`src/rtl/ehl_gpio_mbank_apb.sv`:
```
// Multi-bank GPIO controller behind an APB slave. Each bank has its own
// output, enable, input filter and interrupt register set.
module ehl_gpio_mbank_apb #(
    parameter int              WIDTH        = 32,
    parameter int              NBANKS       = 2,
    parameter int              FLT_W        = 8,
    parameter bit              IFG_POLARITY = 1'b1,
    parameter logic [WIDTH-1:0] DOUT_INIT   = '0,
    parameter logic [WIDTH-1:0] OE_INIT     = '0
) (
    input  logic                     pclk,
    input  logic                     presetn,
    input  logic [7:0]               paddr,
    input  logic                     psel,
    input  logic                     penable,
    input  logic                     pwrite,
    input  logic [WIDTH-1:0]         pwdata,
    output logic [WIDTH-1:0]         prdata,
    output logic                     pready,
    output logic                     pslverr,
    input  logic [NBANKS*WIDTH-1:0]  gpio_in,
    output logic [NBANKS*WIDTH-1:0]  gpio_out,
    output logic [NBANKS*WIDTH-1:0]  gpio_oe,
    output logic [NBANKS-1:0]        irq,
    output logic                     ifg
);

    localparam logic [3:0] R_DOUT   = 4'd0;
    localparam logic [3:0] R_DSET   = 4'd1;
    localparam logic [3:0] R_DCLR   = 4'd2;
    localparam logic [3:0] R_DTGL   = 4'd3;
    localparam logic [3:0] R_OE     = 4'd4;
    localparam logic [3:0] R_DIN    = 4'd5;
    localparam logic [3:0] R_IEN    = 4'd6;
    localparam logic [3:0] R_ITYPE  = 4'd7;
    localparam logic [3:0] R_IPOL   = 4'd8;
    localparam logic [3:0] R_IBOTH  = 4'd9;
    localparam logic [3:0] R_IFLAG  = 4'd10;
    localparam logic [3:0] R_FLTEN  = 4'd11;
    localparam logic [3:0] R_FLTDIV = 4'd12;

    logic             access;
    logic [1:0]       bank;
    logic [3:0]       idx;
    logic             bank_ok;
    logic             idx_ok;
    logic             err;
    logic             wr_en;
    logic [NBANKS-1:0] irq_raw;
    logic [WIDTH-1:0] rd_bank [NBANKS];
    logic             unused_paddr;

    assign access       = psel & penable;
    assign bank         = paddr[7:6];
    assign idx          = paddr[5:2];
    assign unused_paddr = ^paddr[1:0];
    assign bank_ok      = (int'(bank) < NBANKS);
    assign idx_ok       = (idx <= R_FLTDIV);
    assign err          = access & (~bank_ok | ~idx_ok | (pwrite & (idx == R_DIN)));
    assign wr_en        = access & pwrite & ~err;
    assign pslverr      = err;
    assign pready       = 1'b1;

    for (genvar b = 0; b < NBANKS; b++) begin : g_bank
        logic             sel;
        logic [WIDTH-1:0] pin;
        logic [WIDTH-1:0] dout, oe, ien, itype, ipol, iboth, iflag, flten;
        logic [WIDTH-1:0] sync1, sync2, hist0, hist1, din, din_q, din_nxt;
        logic [WIDTH-1:0] tmask, all_hi, all_lo;
        logic [WIDTH-1:0] rise, fall, edge_evt, lvl_evt, evt, w1c, rd;
        logic [FLT_W-1:0] fltdiv, pscnt;
        logic             tick;
        logic             irq_q;

        assign sel = wr_en & (int'(bank) == b);
        assign pin = gpio_in[b*WIDTH +: WIDTH];

        always_ff @(posedge pclk or negedge presetn) begin
            if (!presetn) begin
                dout   <= DOUT_INIT;
                oe     <= OE_INIT;
                ien    <= '0;
                itype  <= '0;
                ipol   <= '0;
                iboth  <= '0;
                flten  <= '0;
                fltdiv <= '0;
            end else if (sel) begin
                case (idx)
                    R_DOUT:   dout   <= pwdata;
                    R_DSET:   dout   <= dout | pwdata;
                    R_DCLR:   dout   <= dout & ~pwdata;
                    R_DTGL:   dout   <= dout ^ pwdata;
                    R_OE:     oe     <= pwdata;
                    R_IEN:    ien    <= pwdata;
                    R_ITYPE:  itype  <= pwdata;
                    R_IPOL:   ipol   <= pwdata;
                    R_IBOTH:  iboth  <= pwdata;
                    R_FLTEN:  flten  <= pwdata;
                    R_FLTDIV: fltdiv <= pwdata[FLT_W-1:0];
                    default:  ;
                endcase
            end
        end

        // A write to FLTDIV restarts the prescaler so the new period starts cleanly.
        assign tick = (pscnt == fltdiv);

        always_ff @(posedge pclk or negedge presetn) begin
            if (!presetn) begin
                pscnt <= '0;
            end else if (sel && (idx == R_FLTDIV)) begin
                pscnt <= '0;
            end else if (tick) begin
                pscnt <= '0;
            end else begin
                pscnt <= pscnt + {{(FLT_W-1){1'b0}}, 1'b1};
            end
        end

        // The three filter samples are hist1, hist0 and the sample taken on this tick.
        assign tmask   = {WIDTH{tick}};
        assign all_hi  = tmask & hist1 & hist0 & sync2;
        assign all_lo  = tmask & ~(hist1 | hist0 | sync2);
        assign din_nxt = (flten & ((din | all_hi) & ~all_lo)) | (~flten & sync2);

        always_ff @(posedge pclk or negedge presetn) begin
            if (!presetn) begin
                sync1 <= '0;
                sync2 <= '0;
                hist0 <= '0;
                hist1 <= '0;
                din   <= '0;
                din_q <= '0;
            end else begin
                sync1 <= pin;
                sync2 <= sync1;
                din   <= din_nxt;
                din_q <= din;
                if (tick) begin
                    hist1 <= hist0;
                    hist0 <= sync2;
                end
            end
        end

        assign rise     = din & ~din_q;
        assign fall     = ~din & din_q;
        assign edge_evt = (iboth & (rise | fall)) | (~iboth & ~ipol & rise) | (~iboth & ipol & fall);
        assign lvl_evt  = ~(din ^ ipol);
        assign evt      = (itype & lvl_evt) | (~itype & edge_evt);
        assign w1c      = (sel && (idx == R_IFLAG)) ? pwdata : '0;

        // New events override a simultaneous W1C of the same bit.
        always_ff @(posedge pclk or negedge presetn) begin
            if (!presetn) begin
                iflag <= '0;
                irq_q <= 1'b0;
            end else begin
                iflag <= (iflag & ~w1c) | evt;
                irq_q <= |(iflag & ien);
            end
        end

        always_comb begin
            rd = '0;
            case (idx)
                R_DOUT:   rd = dout;
                R_OE:     rd = oe;
                R_DIN:    rd = din;
                R_IEN:    rd = ien;
                R_ITYPE:  rd = itype;
                R_IPOL:   rd = ipol;
                R_IBOTH:  rd = iboth;
                R_IFLAG:  rd = iflag;
                R_FLTEN:  rd = flten;
                R_FLTDIV: rd[FLT_W-1:0] = fltdiv;
                default:  rd = '0;
            endcase
        end

        assign gpio_out[b*WIDTH +: WIDTH] = dout;
        assign gpio_oe[b*WIDTH +: WIDTH]  = oe;
        assign irq_raw[b]                 = irq_q;
        assign rd_bank[b]                 = rd;
    end

    always_comb begin
        prdata = '0;
        if (access && !err) begin
            for (int b = 0; b < NBANKS; b++) begin
                if (int'(bank) == b) begin
                    prdata = rd_bank[b];
                end
            end
        end
    end

    assign irq = IFG_POLARITY ? irq_raw : ~irq_raw;
    assign ifg = IFG_POLARITY ? (|irq_raw) : ~(|irq_raw);

endmodule

```
`config.mk`:
```
export PLATFORM = sky130hd
export DESIGN_NAME = ehl_gpio_mbank_apb
export DESIGN_NICKNAME = d
export VERILOG_FILES = /design/src/rtl/ehl_gpio_mbank_apb.sv
export SDC_FILE = /design/constraint.sdc
export NUM_CORES = 2
export LEC_CHECK = 0
export CORE_MARGIN = 2
export CORE_UTILIZATION = 45
export CTS_CLUSTER_SIZE = 40
export DETAILED_ROUTE_END_ITERATION = 6
export PLACE_DENSITY = 0.73
export SLEW_MARGIN = 20
export SYNTH_ARGS = -nofsm -noshare
export SYNTH_HDL_FRONTEND = slang
export SYNTH_SLANG_ARGS = --single-unit
```
`constraint.sdc`:
```
create_clock -name pclk -period 3.9 [get_ports pclk]
set_input_delay 1.17 -clock pclk [delete_from_list [all_inputs] [get_ports pclk]]
set_output_delay 1.17 -clock pclk [all_outputs]
set_load 0.1 [all_outputs]
```
# ---- Yosys cells after proc, flatten, opt, wreduce, memory -nomap -nowiden
# Cells that the tools add are included.
dict set report totals {
  register_bits 930
  in_bits 109
  wordCells 191
}
dict set report op_classes {
  n_addsub 2
  magnitude_cmp 2
  eq_ne 15
  mux 15
  bitwise_logic 95
  n_reduce_logical 28
}
# operator n
set ops {}
lappend ops {{32-bit bitwise AND} 38}
lappend ops {{32-bit inverter} 21}
lappend ops {{32-bit OR} 20}
lappend ops {{24-bit one-hot mux with 9 select lines} 2}
lappend ops {{32-bit one-hot mux with 4 select lines} 2}
lappend ops {{32-bit two-way mux} 5}
lappend ops {{8-bit one-hot mux with 10 select lines} 2}
lappend ops {{32-bit XOR} 4}
lappend ops {{32-bit OR reduction} 2}
lappend ops {{8-bit two-way mux} 4}
lappend ops {{2-bit AND reduction} 16}
lappend ops {{4-bit equality test, second input constant} 5}
lappend ops {{8-bit by 1-bit adder with 8-bit output, second input constant} 2}
lappend ops {{4-bit by 3-bit equality test with 1-bit output, second input constant} 4}
lappend ops {{8-bit equality test} 2}
lappend ops {{4-bit by 2-bit equality test with 1-bit output, second input constant} 2}
lappend ops {{1-bit bitwise AND} 7}
lappend ops {{1-bit logical AND} 5}
lappend ops {{4-bit by 1-bit equality test with 1-bit output, second input constant} 1}
lappend ops {{4-bit less-or-equal comparator, second input constant} 1}
lappend ops {{4-bit logical NOT} 1}
lappend ops {{4-bit nonzero test} 1}
lappend ops {{1-bit inverter} 3}
lappend ops {{2-bit equality test, second input constant} 1}
lappend ops {{other kinds (5)} 6}

# ---- Depth between registers and ports, before layout
dict set report depth {
  word_depth 13
  mapped_depth 11
}

# ---- Worst setup path before layout
# OpenSTA, ideal clock, no wires.
dict set report synth_timing {
  path_type {input port to output port}
  startpoint {input port paddr[5]}
  endpoint {output port prdata[17]}
  t_arrival_ps 5383
  t_required_ps 2730
  setup_slack_ps -2653
  path_stages 10
  n_path_buf 4
  path_cell_list {inv_1 ha_1 clkbuf_1 buf_2 buf_2 buf_2 a22oi_1 o21ai_0 nor4_1 nor4_1}
}
dict set report synth_between {
  elab_chain_cells 8
  word_cells_on_any_way 22
  classes_between {order compare (1); eq/ne (8); mux (5); bitwise (5); reduce/logical (3)}
}
# item line
set synth_rtl {}
lappend synth_rtl {{start: declaration} 13} ;# input logic [7:0] paddr,
lappend synth_rtl {{4-bit less-or-equal comparator} 58} ;# assign idx_ok = (idx <= R_FLTDIV);
lappend synth_rtl {{1-bit inverter} 59} ;# assign err = access & (~bank_ok | ~idx_ok | (pwrite & (idx == R_DIN)));
lappend synth_rtl {{1-bit OR (2 in series)} 59}
lappend synth_rtl {{1-bit bitwise AND} 59}
lappend synth_rtl {{1-bit logical NOT} 190} ;# if (access && !err) begin
lappend synth_rtl {{1-bit logical AND} 190}
lappend synth_rtl {{32-bit two-way mux (*)} 190}
lappend synth_rtl {{end: declaration} 18} ;# output logic [WIDTH-1:0] prdata,
# Mark *: on every way between the ends. The rest lies on a longest branch, timed or not.

# ---- Final worst setup path
dict set report layout_timing {
  startpoint {input port paddr[4]}
  endpoint {output port prdata[17]}
}
# The elaborated chain is that of the path after synthesis.

==> results list <==
- The synthesized netlist occupies a cell area of ~46000 um^2.
- Switching pwr: 9.825 mW
- The detail route stage leaves a number of antenna-violating nets equal to 0.
- The library cell used most frequently in the layout, excluding fill and tap cells, is dfrtp_1.
- The post-synthesis compound-gate area fraction is 0.1718.
- Based on the critical path, the design can be clocked at up to around 220 MHz.
* Class of the worst hold path: flop to flop
- Via count of the first global-routing pass: between 30000 and 40000
* Normalized max-slew margin: 0.3526
- Entering global routing, the biggest net connects between 100 and 150 pins.
- STA puts the critical path data arrival time at about 3.3 ns.
- Combinational fraction of design power: 0.234
- After floorplanning, the core was divided into 117 placement rows.
- The floorplan step set the die height to between 300 and 400 um.
* # DRC: 11
- Hold Buf Count CTS: 0
- R2r setup slk: between 1 and 1.5 ns
- In this run the critical register-to-register path is launched from g_bank[1].fltdiv[4]$_DFFE_PN0P_.
* Floorplan die area: 105600 um^2
- Power per cell area: between 500 and 600 nW/um^2
* CP endpoint kind: primary output
- After floorplanning, the core was sized to cover 101900 um^2.
- Half-perimeter wire length of the detailed placement result: 117500 um
- Proportion of synthesized area in mux cells: 0.09734
- Number of clock sinks: 930
* EDFF count, synth: 0
* Count of endpoints failing setup in the final report: 32
- In the final routed layout, each cell accounts on average for 26.20 um.
- Across the routed clock network, the largest skew measured is about 0.023 ns.
- Final-report hold violation count: 0
- After layout, the minimum clock period comes to 4.451 ns.
- Synth-to-layout area growth: 25.11%
* H-Tree Level Count: 3
* Num ports: 274
- By area, the combinational part of the netlist is dominated by compound AO/OA/AOI/OAI gates.
- Main flop type after synthesis: dfrtp_1
- Biggest area contributors in the synthesized netlist: dfrtp_1, mux2_2, ha_1, nand2_1, o21ai_0
- Setup repair after global routing could not meet its margin everywhere.
- Critical path's largest stage delay: 0.38 ns
- Share of final-layout standard cells stronger than drive strength 1: 0.2442
- The number of nets handed over by synthesis was 4684.
* WP data required: 2.73 ns
- The library cells used most frequently in the layout, excluding fill and tap cells, are dfrtp_1, nand2_1, buf_4, mux2_2, inv_1.
- The signal on the critical path passes through buf_8 -> buf_6 -> ha_4 -> and3b_1 -> o21a_2 -> nor3_2 -> buf_4 -> o21ai_4 -> buf_12 -> nor4_4 -> buf_12.
- The critical path is of the primary input to primary output type.
- In this run the worst path has a maximum fanout of 8.
- STA classifies the critical path startpoint as a primary input.
* Overall global routing resource usage: 0.3046
- TritonCTS built the clock tree.
- Post-DR vias/cell: between 6 and 7
- Startpoint of the most critical hold path: g_bank[0].sync1[4]$_DFF_PN0_
- The share of total power dissipated in the clock network is 0.337.
* Post-layout worst setup margin: -0.5511 ns
* Simple-gate share of the synthesized area: 0.08935
* Initial antenna violation count: 3
* Number of standard cells after synthesis: 4312
- Counting along the longest clock path gives a buffer depth of 3.
* Count of cell types in the netlist: 74
* Clock transition at the register clock pins on the worst setup and hold paths after CTS: 0.06 ns
- Fraction of synthesized cell area in xor and xnor cells: 0.01739
- Post-synthesis cell type with the largest combined area: dfrtp_1
- Leak pwr: 26.87 nW
- After detailed placement, the total cell area comes to 53530 um^2.
- DR pass1 iterations: 7
- Failing checks: DRC, setup timing
* Overall die width: around 320 um
* Number of cells traversed by the worst register-to-register path: 6
* Share of total power in sequential cells: 0.429
* Destination of the worst hold path: g_bank[0].sync2[4]$_DFF_PN0_
- Wires add up to 163600 um.
- Count of input and output buffers: 270
- Async S/R FF share, synth: 1.000
- Final sum of negative setup slack: -15.00 ns
- At the pin with the least slew margin, the transition time is just under 1 ns.
- Result of the run: finished, violations left
- Number of cells on the worst hold path: 0
- Cell with the largest stage delay on the worst path: nor4_4
* Most prevalent standard cell on the critical path: buf_12
* Final worst path period share: 1.141
* Final GP Congestion: between 1 and 1.5
- At the end of the flow, the number of nets in the layout was 5165.
- Effective utilization at floorplan: 0.4548
- Count of max-cap constraint violations: 0
* Global-route wire length before repair: 243000 um
* Drt first-iter violations: 4455
- The final number of max-transition violations is 0.
- Proportion of total power due to net switching: 0.3381
- Sequential-to-total area share from yosys stat: 0.5022
- The final route contains about 39000 vias.
- Clock latency at the later pin of the worst-skew pair: 0.68 ns
- Number of buffers inserted during clock tree synthesis: between 90 and 100
* Pint: between 15 and 20 mW
- A synthesized cell averages 10.75 um^2.
- The endpoint identified for the worst register-to-register timing path is g_bank[1].din[25]$_DFF_PN0_.
- In this run, synthesis produced a sequential element count of 930.
* Start point of the critical path: paddr[4]
* Design Area, Final: 57970 um^2
- Of the total synthesized cell area, the portion taken by full adders, half adders and majority gates is 0.07102.
* Count of warnings emitted by yosys: 0
- Peak ir drop on the vdd network: 0.3663 mV
- Total overflow reported by the global router: 0
- Yosys top cell area share: 0.5022
- CTS Root Cell: clkbuf_16
-- registers in the layout (all words and copies together), names as in the netlist --
register	cells
g_bank.ien	64
g_bank.pscnt	16
g_bank.irq_q	2
g_bank.hist0	64
g_bank.din	64
g_bank.flten	64
g_bank.ipol	64
g_bank.itype	64
g_bank.oe	64
g_bank.fltdiv	16
g_bank.din_q	64
g_bank.hist1	64
g_bank.dout	64
g_bank.iflag	64
g_bank.sync2	64
g_bank.sync1	64
g_bank.iboth	64
-- power groups by stage --
stage	sequential, mW	combinational [mW]	clock [mW]
floorplan	12.9	3.82	0
global placement	12.5	6.36	0
detailed placement	12.6	6.60	0
CTS	12.4	6.73	9.88
global route	12.6	7.49	10.3
finish	12.5	6.79	9.80
-- routing by layer --
metal / vias to the layer above / track usage / share of wire
li1: 16530 / - / -
met1: 19310 / 0.3952 / 0.38
met2: 2374 / 0.4719 / 0.45
met3: 563 / 0.08854 / 0.12
met4: 2 / 0.1392 / 0.055
met5: - / 0 / 0.000079
-- area by class of cell --
class / count / area [um^2]
timing repair buffer: 660 / 6817
antenna: 2 / 5.005
multi-input combinational: 2812 / 21680
sequential: 930 / 23270
clock inverter: 35 / 401.6
fill: 8510 / 43910
inverter: 290 / 1101
tap: 1368 / 1712
clock buffer: 147 / 2983
-- cells in the mapped netlist (64+ instances only) --
cell type / count
a2111oi_0: 70
a211oi_1: 146
a21oi_1: 110
a221o_1: 71
a22o_1: 64
a22oi_1: 168
buf_2: 99
clkbuf_1: 151
dfrtp_1: 930
ha_1: 263
inv_1: 287
mux2_2: 306
nand2_1: 569
nand3_1: 105
nor2_1: 78
nor2b_1: 72
o21ai_0: 274
xnor2_1: 68
-- worst max path at each step --
| stage | slack, ns | cells past startpoint | end |
|---|---|---|---|
| after detailed placement | -1.09 | 12 | prdata[8] |
| after CTS | -0.48 | 10 | prdata[9] |
| after global placement | -1.08 | 10 | prdata[9] |
| after global routing | -0.58 | 12 | prdata[3] |
| final | -0.55 | 11 | prdata[17] |
| after floorplan | -0.66 | 9 | prdata[17] |
-- cells by family after synthesis --
group / Yosys count
AND/OR/NAND/NOR: 933
multiplexers: 399
adder cells (fa/ha/maj): 263
other: 1
AO/OA/AOI/OAI: 1124
flip-flops: 930
buffers and inverters: 570
XOR/XNOR: 92
-- what timing repair did --
action	in CTS	in global routing
cloned	4	1
pin swaps	35	43
buffers inserted	20	8
endpoints found under the setup margin	33	32
gates resized for setup	128	77
-- metrics by stage --
| step | worst slack (ns) | instances | hold WS [ns] | util | power [mW] |
|---|---|---|---|---|---|
| 2_1_floorplan | -0.6629 | 4312 | 0.3312 | - | 16.71 |
| 3_3_place_gp | -1.084 | 6037 | 0.3320 | 0.5254 | 18.89 |
| 5_1_grt | -0.5800 | 6242 | 0.3506 | 0.5690 | 30.43 |
| 3_5_place_dp | -1.094 | 6037 | 0.3347 | 0.5254 | 19.19 |
| 6_report | -0.5511 | 6244 | 0.3415 | 0.5690 | 29.06 |
| 4_1_cts | -0.4783 | 6239 | 0.3451 | 0.5652 | 29.04 |
-- worst max-delay path: cells and delay by family --
family                     cells  cell delay [ns]
buffers and inverters          5             0.81
and+or+nand+nor                3             0.72
adders and majority gates      1             0.22
AOI/OAI and AO/OA              2             0.35
Power figures use the tool's default switching activity.
